===== config.mk =====
export PLATFORM = sky130hd
export DESIGN_NAME = digit_demux_loader
export DESIGN_NICKNAME = d
export VERILOG_FILES = /design/src/rtl/digit_pkg.sv /design/src/rtl/digit_reg4.sv /design/src/rtl/digit_demux_loader.sv
export SDC_FILE = /design/constraint.sdc
export NUM_CORES = 1
export LEC_CHECK = 0
export ABC_CLOCK_PERIOD_IN_PS = 2200
export CORE_MARGIN = 5
export CORE_UTILIZATION = 46
export DETAILED_ROUTE_END_ITERATION = 6
export PLACE_DENSITY = 0.82
export SLEW_MARGIN = 15
export SYNTH_ARGS = -nofsm -noshare
export SYNTH_HDL_FRONTEND = slang
export SYNTH_SLANG_ARGS = --single-unit

===== constraint.sdc =====
create_clock -name clk -period 2.2 [get_ports clk]
set_input_delay 0.44 -clock clk [delete_from_list [all_inputs] [get_ports clk]]
set_output_delay 0.44 -clock clk [all_outputs]
set_load 0.01 [all_outputs]

===== src/rtl/digit_pkg.sv =====
// Shared types and constants for the digit demux loader.
package digit_pkg;

   localparam int unsigned DIGIT_W    = 4;
   localparam int unsigned NUM_DIGITS = 4;

   typedef logic [DIGIT_W-1:0] digit_t;

   typedef enum logic [1:0] {
      StFill,
      StFull,
      StCopy
   } state_e;

endpackage


===== src/rtl/digit_reg4.sv =====
// Four-entry nibble register bank: single indexed write or load of all entries at once.
module digit_reg4
   import digit_pkg::*;
#(
   parameter digit_t RESET_DIGIT = 4'h0
) (
   input  logic                       clk,
   input  logic                       rst_n,
   input  logic                       we,
   input  logic [1:0]                 widx,
   input  digit_t                     wdata,
   input  logic                       load_all,
   input  digit_t [NUM_DIGITS-1:0]    load_data,
   output digit_t [NUM_DIGITS-1:0]    q
);

   always_ff @(posedge clk or negedge rst_n) begin
      if (!rst_n) begin
         q <= {NUM_DIGITS{RESET_DIGIT}};
      end else if (load_all) begin
         q <= load_data;
      end else if (we) begin
         q[widx] <= wdata;
      end
   end

endmodule


===== src/rtl/digit_demux_loader.sv =====
// Streams 4-bit digits into four display registers A..D with an auto pointer and commit strobe.
// Define DIGIT_DOUBLE_BUFFER_EN to stage writes and publish them to A..D only on commit.
module digit_demux_loader
   import digit_pkg::*;
#(
   parameter digit_t RESET_DIGIT = 4'h0
) (
   input  logic         clk,
   input  logic         rst_n,
   input  logic [3:0]   din,
   input  logic         din_valid,
   output logic         din_ready,
   input  logic         addr_en,
   input  logic [1:0]   addr,
   input  logic         commit,
   output logic [3:0]   A,
   output logic [3:0]   B,
   output logic [3:0]   C,
   output logic [3:0]   D,
   output logic [1:0]   ptr,
   output logic         frame_done
);

   state_e                  state_q, state_d;
   logic [1:0]              ptr_q, ptr_d;
   logic                    frame_done_q;
   logic                    accept;
   logic                    auto_wr;
   logic                    auto_wrap;
   logic                    commit_take;
   logic [1:0]              widx;
   digit_t [NUM_DIGITS-1:0] out_q;

   assign accept      = din_valid && din_ready;
   assign auto_wr     = accept && !addr_en;
   assign auto_wrap   = auto_wr && (ptr_q == 2'd3);
   assign commit_take = commit && (state_q != StCopy);
   assign widx        = addr_en ? addr : ptr_q;

   always_comb begin
      state_d   = state_q;
      din_ready = 1'b0;
      unique case (state_q)
         StFill: begin
            din_ready = 1'b1;
            if (commit) begin
               state_d = StCopy;
            end else if (auto_wrap) begin
               state_d = StFull;
            end
         end
         StFull: begin
            if (commit) begin
               state_d = StCopy;
            end
         end
         StCopy: begin
            state_d = StFill;
         end
         default: begin
            state_d = StFill;
         end
      endcase
   end

   always_comb begin
      ptr_d = ptr_q;
      if (commit_take) begin
         ptr_d = 2'd0;
      end else if (auto_wr) begin
         ptr_d = ptr_q + 2'd1;
      end
   end

   always_ff @(posedge clk or negedge rst_n) begin
      if (!rst_n) begin
         state_q      <= StFill;
         ptr_q        <= 2'd0;
         frame_done_q <= 1'b0;
      end else begin
         state_q      <= state_d;
         ptr_q        <= ptr_d;
         frame_done_q <= auto_wrap;
      end
   end

`ifdef DIGIT_DOUBLE_BUFFER_EN
   digit_t [NUM_DIGITS-1:0] stage_q;
   digit_t [NUM_DIGITS-1:0] merged;

   // A write accepted on the commit edge must appear in the published copy.
   always_comb begin
      merged = stage_q;
      if (accept) begin
         merged[widx] = din;
      end
   end

   digit_reg4 #(
      .RESET_DIGIT (RESET_DIGIT)
   ) u_stage (
      .clk       (clk),
      .rst_n     (rst_n),
      .we        (accept),
      .widx      (widx),
      .wdata     (din),
      .load_all  (1'b0),
      .load_data ('0),
      .q         (stage_q)
   );

   digit_reg4 #(
      .RESET_DIGIT (RESET_DIGIT)
   ) u_out (
      .clk       (clk),
      .rst_n     (rst_n),
      .we        (1'b0),
      .widx      (2'd0),
      .wdata     ('0),
      .load_all  (commit_take),
      .load_data (merged),
      .q         (out_q)
   );
`else
   digit_reg4 #(
      .RESET_DIGIT (RESET_DIGIT)
   ) u_out (
      .clk       (clk),
      .rst_n     (rst_n),
      .we        (accept),
      .widx      (widx),
      .wdata     (din),
      .load_all  (1'b0),
      .load_data ('0),
      .q         (out_q)
   );
`endif

   assign A          = out_q[0];
   assign B          = out_q[1];
   assign C          = out_q[2];
   assign D          = out_q[3];
   assign ptr        = ptr_q;
   assign frame_done = frame_done_q;

endmodule

# Yosys cells after proc, flatten, opt, wreduce, memory -nomap -nowiden
# Cells that the tools add are included.
# W data, S select, Z words.
word_totals:
  reg_bits: 21
  input_bits: 11
  out_inout_bits: 20
  wordCells: 35
op_classes:
  addsub: 1
  order_cmp: 2
  n_eq_ne: 5
  muxes: 11
  n_reduce_logical: 9
ops:
  columns: ["operator", "n"]
  rows:
  - ["$bwmux W16", 1]
  - ["$mux W2", 6]
  - ["$demux W4 S2", 1]
  - ["$logic_and A1 B1 Y1", 5]
  - ["$mux W4", 1]
  - ["$ne A2 B2 Y1 const B", 2]
  - ["$pmux W2 S2", 1]
  - ["$lt A2 B3 Y1 const B", 1]
  - ["$ne A3 B3 Y1 const B", 1]
  - ["$add A2 B1 Y2 const B", 1]
  - ["$eq A2 B1 Y1 const B", 1]
  - ["$eq A2 B2 Y1 const B", 1]
  - ["$ge A2 B1 Y1 const B", 1]
  - ["$logic_not A2 Y1", 1]
  - ["$reduce_and A2 Y1", 1]
  - ["$reduce_bool A2 Y1", 1]
  - ["$logic_not A1 Y1", 1]
  - ["$mux W1", 1]

# Logic depth before layout (Yosys ltp)
logic_depth:
  ltp_word: 8
  depth_mapped: 3

# Hierarchy
# From an unflattened synthesis, not the netlist that was laid out.
unflattened:
  hier_cells: 113
  area_unflattened_um2: 1061.0
by_module_without_submodules:
  columns: ["module", "instances", "cells_each", "area_each_um2", "seq_area_each_um2"]
  rows:
  - ["digit_reg4", 1, 91, 799.5, 400.4]
  - ["digit_demux_loader", 1, 22, 261.5, 125.1]

# Least setup slack after synthesis
# No wires, ideal clock.
synth_timing:
  path_kind: "reg2reg"
  from: "register state_q[0]"
  to: "register u_out.q[12] (netlist name)"
  setup_time_ps: 128
  t_arrival_ps: 1302
  t_required_ps: 2072
  slack_ps: 771
  stages_incl_launch_ff: 4
  path_buffers: 0
  synth_period_minus_slack_ps: 1429
  cell_sequence: "dfrtp_1 nor3b_2 nor3b_2 mux2_1"
synth_via:
  elab_chain_cells: 3
synth_lines:
  columns: ["item", "line_no", "text"]
  rows:
  - ["start: declaration", "digit_demux_loader.sv:24", "state_e state_q, state_d;"]
  - ["start signal: assignment", "digit_demux_loader.sv:77", "state_q <= StFill;"]
  - ["start signal: assignment", "digit_demux_loader.sv:81", "state_q <= state_d;"]
  - ["$logic_not A2 Y1", "digit_demux_loader.sv:43", "unique case (state_q)"]
  - ["$mux W1", "digit_demux_loader.sv:43", null]
  - ["$logic_and A1 B1 Y1", "digit_demux_loader.sv:34", "assign accept = din_valid && din_ready;"]
  - ["end signal: assignment", "digit_reg4.sv:19", "q <= {NUM_DIGITS{RESET_DIGIT}};"]
  - ["end signal: assignment", "digit_reg4.sv:21", "q <= load_data;"]
  - ["end signal: indexed assignment", "digit_reg4.sv:23", "q[widx] <= wdata;"]
  - ["end: declaration", "digit_reg4.sv:14", "output digit_t [NUM_DIGITS-1:0] q"]
# Every way passes these cells.
# A chain may end at the register's enable or synchronous reset.

# Worst setup path in the final report
layout_timing:
  from: "register state_q[1]"
  to: "output din_ready"
layout_via:
  elab_chain_cells: 2
layout_lines:
  columns: ["item", "line_no", "text"]
  rows:
  - ["$logic_not A2 Y1", "digit_demux_loader.sv:43", null]
  - ["$mux W1", "digit_demux_loader.sv:43", null]
  - ["end: declaration", "digit_demux_loader.sv:12", "output logic din_ready,"]
# Every way passes these cells.

==> impl_metrics.env <==
export IMPL_post_route_period_util_pct=85.27
export IMPL_end_kind="primary output"
export IMPL_pwr_density_cell_nw_per_um2=944.4
export IMPL_wirelength_um=1697
export IMPL_area_growth_syn_to_layout_pct=45.14
export IMPL_r2r_start="ptr[0]"
export IMPL_slew_headroom_pct=68.34
export IMPL_drv_cap=0
export IMPL_slowest_stage="clkdlybuf4s50_1"
export IMPL_yosysSeqAreaShare_pct=60.96
export IMPL_ctsHoldBuffers=0
export IMPL_num_vias=598
export IMPL_fin_ws_ns=0.3240
export IMPL_clock_sinks=21
export IMPL_coreArea_um2=1745
export IMPL_hold_violations=0
export IMPL_cts_tree="done"
export IMPL_die_w_um=53.29
export IMPL_leakagePower_nw=0.5372
export IMPL_clk_latency_ns=0.30
export IMPL_worstPathArrival_ns=1.44
export IMPL_slew_viol_final=0
export IMPL_synth_cell_types=17
export IMPL_first_iter_violations=6
export IMPL_start_kind="register"
export IMPL_grtUsageTotal_pct=14.12
export IMPL_tns_ns=0
export IMPL_start_util_pct=49.39
export IMPL_gp_congestion=0.7078
export IMPL_finClkSkew_ns=0.0009969
export IMPL_post_cts_buffers=0
export IMPL_antenna_found_initial=0
export IMPL_dp_cells=116
export IMPL_drc_errors=0
export IMPL_rsz0062_at_grt="false"
export IMPL_clock_root_buffer="clkbuf_4"
export IMPL_synthCells=57
export IMPL_crit_fanout=6
export IMPL_cpPeakStageDelay_ns=0.55
export IMPL_cts_repair_resized=0
export IMPL_tightest_slew_ns=0.4737
export IMPL_ys_ff_latch=21
export IMPL_dieArea_um2=2840
export IMPL_crit_start="state_q[1]"
export IMPL_drive_gt1_share_pct=24.21
export IMPL_row_count=15
export IMPL_grt_first_pass_wirelength_um=2801
export IMPL_htree_levels=1
export IMPL_cts_max_path_buffers=2
export IMPL_antenna_cells=0
export IMPL_ioPinCount=31
export IMPL_detail_route_antenna_nets=0
export IMPL_setup_viol=0
export IMPL_dr_pass1_iters=4
export IMPL_yosys_warnings=0
export IMPL_portBuffers=30
export IMPL_critPathRequiredTime_ns=1.76
export IMPL_die_h_um=53.29
export IMPL_path_class="register to primary output"
export IMPL_grt_pass1_vias=601
export IMPL_place_ws_ns=0.01235
export IMPL_path_clk_slew_ns=0.12
export IMPL_critical_path_cell_chain="nor2_1 -> clkdlybuf4s50_1"
export IMPL_irDropWorstVdd_mv=0.5667
export IMPL_hold_class="input pin to asynchronous set/reset pin"
export IMPL_final_cells=120
export IMPL_synth_edf_count=0
export IMPL_power_mw=1.182
export IMPL_numCtsBuffers=3
export IMPL_overflow=0
export IMPL_nets=108
export IMPL_via_per_inst=4.983
export IMPL_grt_max_degree=22
export IMPL_status="complete, no violations"
export IMPL_async_flop_share_pct=100.0
export IMPL_fmax_mhz=533.0
export IMPL_ys_flop_type="dfrtp_1"
export IMPL_synth_fp_nets=69
export IMPL_timing_final_crit_period_ns=1.876
export IMPL_avgSynthCellArea_um2=15.12
export IMPL_avgRoutedWirePerCell_um=14.14
export IMPL_reg2regPathDepth=3
export IMPL_synth_cell_area_um2=862.1
worst max-delay path: cells and delay by family, from the launching register on:
family        cells  cell delay (ns)
flops             1             0.47
simple gates      1             0.11
buf+inv           1             0.55
where the power goes:
part           switching [mW]  internal, mW
Sequential             0.0564         0.495
Clock                   0.119        0.0678
Combinational           0.155         0.289
cells by family (layout without fill, tap and decap cells):
kind of cell	Yosys count	after routing	share of synthesized area, %
buffers and inverters	1	39	0.4350
adder cells (fa/ha/maj)	1	1	1.451
AO/OA/AOI/OAI	2	2	1.451
XOR/XNOR	1	1	1.016
multiplexers	19	19	24.38
flip-flops	21	21	60.96
AND/OR/NAND/NOR	12	12	10.30
sequential cells by signal, summed over array words and instances (netlist names):
| signal | count |
|---|---|
| frame_done | 1 |
| ptr | 2 |
| state_q | 2 |
| u_out.q | 16 |
layer usage:
layer  share of wire [%]  track usage [%]
met2                  46            22.24
met3                 5.1            2.254
met1                  46            17.77
met5                   0                0
met4                 2.9            8.936
cell type report:
cell class | instances | area, um^2
clock buffers | 3 | 22.52
repair buffers | 34 | 330.3
multi-input cells | 35 | 332.8
inverters | 1 | 3.754
clock inverters | 1 | 5.005
well taps | 25 | 31.28
flip-flops and latches | 21 | 525.5
fillers | 142 | 494.2
metrics by stage:
step | hold slack [ns] | area, um^2 | util, %
floorplan | 0.1444 | 862.1 | -
global placement | 0.4664 | 1224 | 70.11
detailed placement | 0.4783 | 1224 | 70.11
CTS | 0.4662 | 1251 | 71.68
global route | 0.4648 | 1251 | 71.68
finish | 0.4593 | 1251 | 71.68
synth_stat cells (2+ instances only):
cell type,instances,area [um^2]
nor2_1,3,11.26
nor3b_2,2,25.02
mux2i_1,3,30.03
dfrtp_1,21,525.5
mux2_1,4,45.04
nand3b_1,2,15.01
mux2_2,12,135.1
final timing paths:
| kind | endpoint | slack (ns) |
|---|---|---|
| hold reg to reg | u_out.q[13] | 0.50 |
| setup reg to reg | u_out.q[10] | 0.65 |
| min in group clk | u_out.q[13] | 0.50 |
| max in group asynchronous | u_out.q[2] | 1.53 |
| hold / removal | u_out.q[9] | 0.46 |
| setup / recovery | din_ready | 0.32 |
placed cells by master, fill, tap and decap left out:
| master | netlist | final |
|---|---|---|
| ha_1 | 1 | 1 |
| nand3_1 | 1 | 1 |
| clkbuf_4 | 0 | 3 |
| clkinv_2 | 0 | 1 |
| nor2_1 | 3 | 3 |
| xnor2_1 | 1 | 1 |
| nor2b_1 | 1 | 1 |
| nand3b_1 | 2 | 2 |
| dfrtp_1 | 21 | 21 |
| a21boi_0 | 1 | 1 |
| buf_4 | 0 | 4 |
| inv_1 | 1 | 1 |
| mux2_2 | 12 | 12 |
| nor3_1 | 1 | 1 |
| nor3b_2 | 2 | 2 |
| and2_1 | 1 | 1 |
| mux2_1 | 4 | 4 |
| mux2i_1 | 3 | 3 |
| a21oi_1 | 1 | 1 |
| nor4b_2 | 1 | 1 |
| clkdlybuf4s50_1 | 0 | 30 |
No activity file was read; power rests on OpenSTA's default activity.
